===== src/rtl/fetch_ctrl.sv =====
// Instruction-fetch sequencer: owns the PC, drives imem, and feeds decode via a 2-entry prefetch FIFO.
// Optional halt-on-zero-word behaviour is enabled by defining FETCH_HALT_ON_ZERO_EN.
module fetch_ctrl #(
  parameter int N  = 64,
  parameter int AW = 6
) (
  input  logic          clk,
  input  logic          reset,
  output logic [AW-1:0] imem_addr,
  input  logic [31:0]   imem_q,
  input  logic          ready,
  input  logic          redirect,
  input  logic [N-1:0]  redirect_pc,
  output logic          valid,
  output logic [31:0]   instr,
  output logic [N-1:0]  instr_pc,
  output logic          halted
);

  typedef enum logic [1:0] {FETCH, STALL, HALT} state_t;

  state_t        state, state_nxt;
  logic [N-1:0]  pc;
  logic [1:0]    count;
  logic [N-1:0]  pc0, pc1;
  logic [31:0]   w0, w1;
  logic          pop, push, zero_word;

  assign valid     = (count != 2'd0);
  assign pop       = valid & ready & ~redirect;
  assign imem_addr = pc[AW+1:2];
  assign instr     = valid ? w0  : '0;
  assign instr_pc  = valid ? pc0 : '0;

`ifdef FETCH_HALT_ON_ZERO_EN
  assign zero_word = (imem_q == 32'h0);
  assign halted    = (state == HALT);
`else
  assign zero_word = 1'b0;
  assign halted    = 1'b0;
`endif

  always_comb begin
    push      = 1'b0;
    state_nxt = state;
    unique case (state)
      FETCH: begin
        if ((count < 2'd2) || pop) begin
          if (zero_word) state_nxt = HALT;
          else           push      = 1'b1;
        end else begin
          state_nxt = STALL;
        end
      end
      STALL:   if (pop) state_nxt = FETCH;
      HALT:    ;
      default: state_nxt = FETCH;
    endcase
    // Redirect overrides any push or state decision made above.
    if (redirect) begin
      push      = 1'b0;
      state_nxt = FETCH;
    end
  end

  always_ff @(posedge clk or posedge reset) begin
    if (reset) state <= FETCH;
    else       state <= state_nxt;
  end

  always_ff @(posedge clk or posedge reset) begin
    if (reset) begin
      pc    <= '0;
      count <= '0;
      pc0   <= '0;
      pc1   <= '0;
      w0    <= '0;
      w1    <= '0;
    end else if (redirect) begin
      count <= '0;
      pc    <= redirect_pc & ~N'(3);
    end else begin
      if (push) pc <= pc + N'(4);
      // Entry 0 is always the head; a pop shifts entry 1 down.
      unique case ({pop, push})
        2'b10: begin
          pc0   <= pc1;
          w0    <= w1;
          count <= count - 2'd1;
        end
        2'b01: begin
          if (count == 2'd0) begin
            pc0 <= pc;
            w0  <= imem_q;
          end else begin
            pc1 <= pc;
            w1  <= imem_q;
          end
          count <= count + 2'd1;
        end
        2'b11: begin
          if (count == 2'd1) begin
            pc0 <= pc;
            w0  <= imem_q;
          end else begin
            pc0 <= pc1;
            w0  <= w1;
            pc1 <= pc;
            w1  <= imem_q;
          end
        end
        default: ;
      endcase
    end
  end

endmodule

===== config.mk =====
export PLATFORM = sky130hd
export DESIGN_NAME = fetch_ctrl
export DESIGN_NICKNAME = d
export VERILOG_FILES = /design/src/rtl/fetch_ctrl.sv
export SDC_FILE = /design/constraint.sdc
export NUM_CORES = 1
export LEC_CHECK = 0
export CORE_UTILIZATION = 54
export DETAILED_ROUTE_END_ITERATION = 6
export PLACE_DENSITY = 0.86
export SLEW_MARGIN = 20
export SYNTH_ARGS = -nofsm -noshare
export SYNTH_HDL_FRONTEND = slang
export SYNTH_SLANG_ARGS = --single-unit

===== constraint.sdc =====
create_clock -name clk -period 10.9 [get_ports clk]
set_input_delay 2.725 -clock clk [delete_from_list [all_inputs] [get_ports clk]]
set_output_delay 2.725 -clock clk [all_outputs]
set_load 0.02 [all_outputs]

==> metrics <==
via/cell ratio=between 5 and 6; CTS tree=done; Die Y=153.6 um; initial detailed-routing violation count=748; final setup fails=0; CP Launch Type=flop; Max Slew Vio Count=0; clk_skew=approximately 6.2 ps; Synth Cell Area=12,420 um^2; worst path bufs/invs=3; WP data required=8180 ps; critical path class=reg -> out; unrepaired setup endpoints after global routing=false; WP data arrival=2680 ps; HP Class=reg -> reg; synth-to-layout area growth=24.10%; DRC=0; endpoint type of the worst setup path=output port; f_max=0.1851 GHz; number of port buffers=200; fraction of registers with async set/reset=1.000; Leak=around 6 nW; post-synth top area share=0.5119; Tot Pwr=4.524 mW; first-pass GRT wire length=47.87 mm; overflow left after global routing=0; DP HPWL=18.18 mm; Hold Path Origin=w1[21]$_DFFE_PP0P_; Wirelength per Cell=roughly 18 um; Nets=1,442; routability cong.=0.7645; Worst-path clk slew=roughly 60 ps; CTS Hold Bufs=0; largest net degree at the start of global routing=130; core area=22,570 um^2; CTS Root Cell=clkbuf_16; crit path time final=5403 ps; sequential-to-total area share from yosys stat=0.5119; Overall Global Routing Usage=0.2495; largest cells by area after synthesis=dfrtp_1 (51%), mux2_2 (8.7%), mux2i_1 (7.7%), nor2b_1 (5.0%), nor2_1 (3.9%); max cap viols=0; # diodes=0; Slew @ Worst Pin=974.0 ps; Post-Synthesis Cells=roughly 1,200; Synth area leader=dfrtp_1; htree depth=1; #FFs+latches synth=254; clock sink count=254; area of the multi-input gates=5609 um^2; Hold Path Sink=w1[21]$_DFFE_PP0P_; # IOs=204; final hold violations=0; Layout fillers=1,674; Post-CTS Setup Bufs=0; vias in the first global route=9,425; clk buf depth=3; worst reg2reg endpoint=w0[3]$_DFFE_PP0P_; DR pass1 iterations=5; post-route setup TNS=0 ps; syn nets=1,295; worst r2r src=count[1]$_DFFE_PP0P_; share of layout cells above drive strength 1=0.1252; critical path's largest stage delay=610 ps; path depth of the worst reg2reg path=9; initial antenna violation count=0; critical path's top delay family=buffers and inverters; Crit-path slowest cell=clkdlybuf4s50_1; FF+latch area=6356 um^2; Avg Cell Area, Syn=10.42 um^2; Resized cells post-CTS=0; later-pin clock latency in the skew report=about 520 ps; worst vdd ir=0.0001688 V; Critical Path, Cell by Cell=inv_1 > ha_4 > buf_6 > nor2b_1 > clkdlybuf4s50_1; Hold Crit Depth=1; ANT nets after route=0; Netlist cell types=53; total CTS buffers=27; via count=9,547; die width=153.6 um; overall routed net length=29.62 mm; outcome=finished, final reports clean; Crit Path Max Fanout=102; Period Utilization, post-route=0.4957; FF-to-FF setup slack=roughly 7400 ps; power density cells=~300 nW/um^2; row count=55; Post-synth top flop=dfrtp_1; Initial Utilization=0.5501; DIE AREA=~24,000 um^2; Rel. slew slack=0.3506; most common cell in the netlist=dfrtp_1; synth warn=0; Synth top cells by count=dfrtp_1 (254), nor2_1 (128), nor2b_1 (99); Post-synth EDFFs=0
==> sequential cells by signal, summed over array words and instances, names as in the netlist <==
register and count:
state 1, count 2, w0 32, w1 32, pc1 62, pc 62
pc0 63
==> cell usage in the layout (no fill, tap or decap), types with 27 or more instances in the layout <==
cell type / n
a21oi_1: 95
clkbuf_16: 27
clkdlybuf4s50_1: 199
dfrtp_1: 254
mux2_2: 96
mux2i_1: 95
nand2_1: 60
nor2_1: 127
nor2b_1: 99
o21ai_0: 41
xnor2_1: 28
==> report_power, final <==
group	switching (mW)	internal (mW)	leakage, nW
clock network	0.370	0.566	0.462
logic	1.06	0.976	2.69
registers	0.224	1.33	2.93
==> worst max-delay path by stage <==
stage,startpoint,to,depth (start not counted)
6_report,count[1]$_DFFE_PP0P_,instr[11],5
5_1_grt,count[1]$_DFFE_PP0P_,instr_pc[63],5
4_1_cts,count[1]$_DFFE_PP0P_,instr_pc[63],5
3_5_place_dp,ready,pc0[56]$_DFFE_PP0P_,6
3_3_place_gp,ready,w0[3]$_DFFE_PP0P_,6
2_1_floorplan,reset,count[0]$_DFFE_PP0P_,1
==> metal layers <==
layer,global-route usage,wire length (um),up-vias
li1,-,-,4462
met1,0.3320,12570,4695
met2,0.4214,14620,343
met3,0.03523,1750,47
met4,0.08238,678,0
met5,0,0,-
==> stage by stage <==
stage	area [um^2]	utilization	hold WS (ps)	cells	setup WS [ps]
6_report	15410	0.6826	503.5	1643	5497
5_1_grt	15410	0.6826	515.1	1643	5315
4_1_cts	15400	0.6824	507.6	1643	5207
3_5_place_dp	14480	0.6415	494.3	1595	5301
3_3_place_gp	14480	0.6415	479.3	1595	5387
2_1_floorplan	12420	-	455.7	1192	1190
==> final cells by class <==
cell class | instances | area share
clock buffers | 38 | 0.05303
clock inverters | 10 | 0.006903
inverters | 15 | 0.004142
multi-input cells | 828 | 0.3641
flip-flops and latches | 254 | 0.4125
well taps | 285 | 0.02314
repair buffers | 213 | 0.1362
==> logic make-up (layout without fill, tap and decap cells) <==
| family | count (synthesis) | count (layout) | share of synthesized area |
|---|---|---|---|
| fa+ha+maj | 3 | 3 | 0.003024 |
| other cells | 1 | 1 | 0.0003020 |
| buf+inv | 110 | 276 | 0.03890 |
| mux | 191 | 191 | 0.1637 |
| flops | 254 | 254 | 0.5119 |
| xor+xnor | 34 | 34 | 0.02399 |
| simple gates | 410 | 410 | 0.1730 |
| compound gates | 189 | 189 | 0.08516 |
Power figures use the tool's default switching activity.
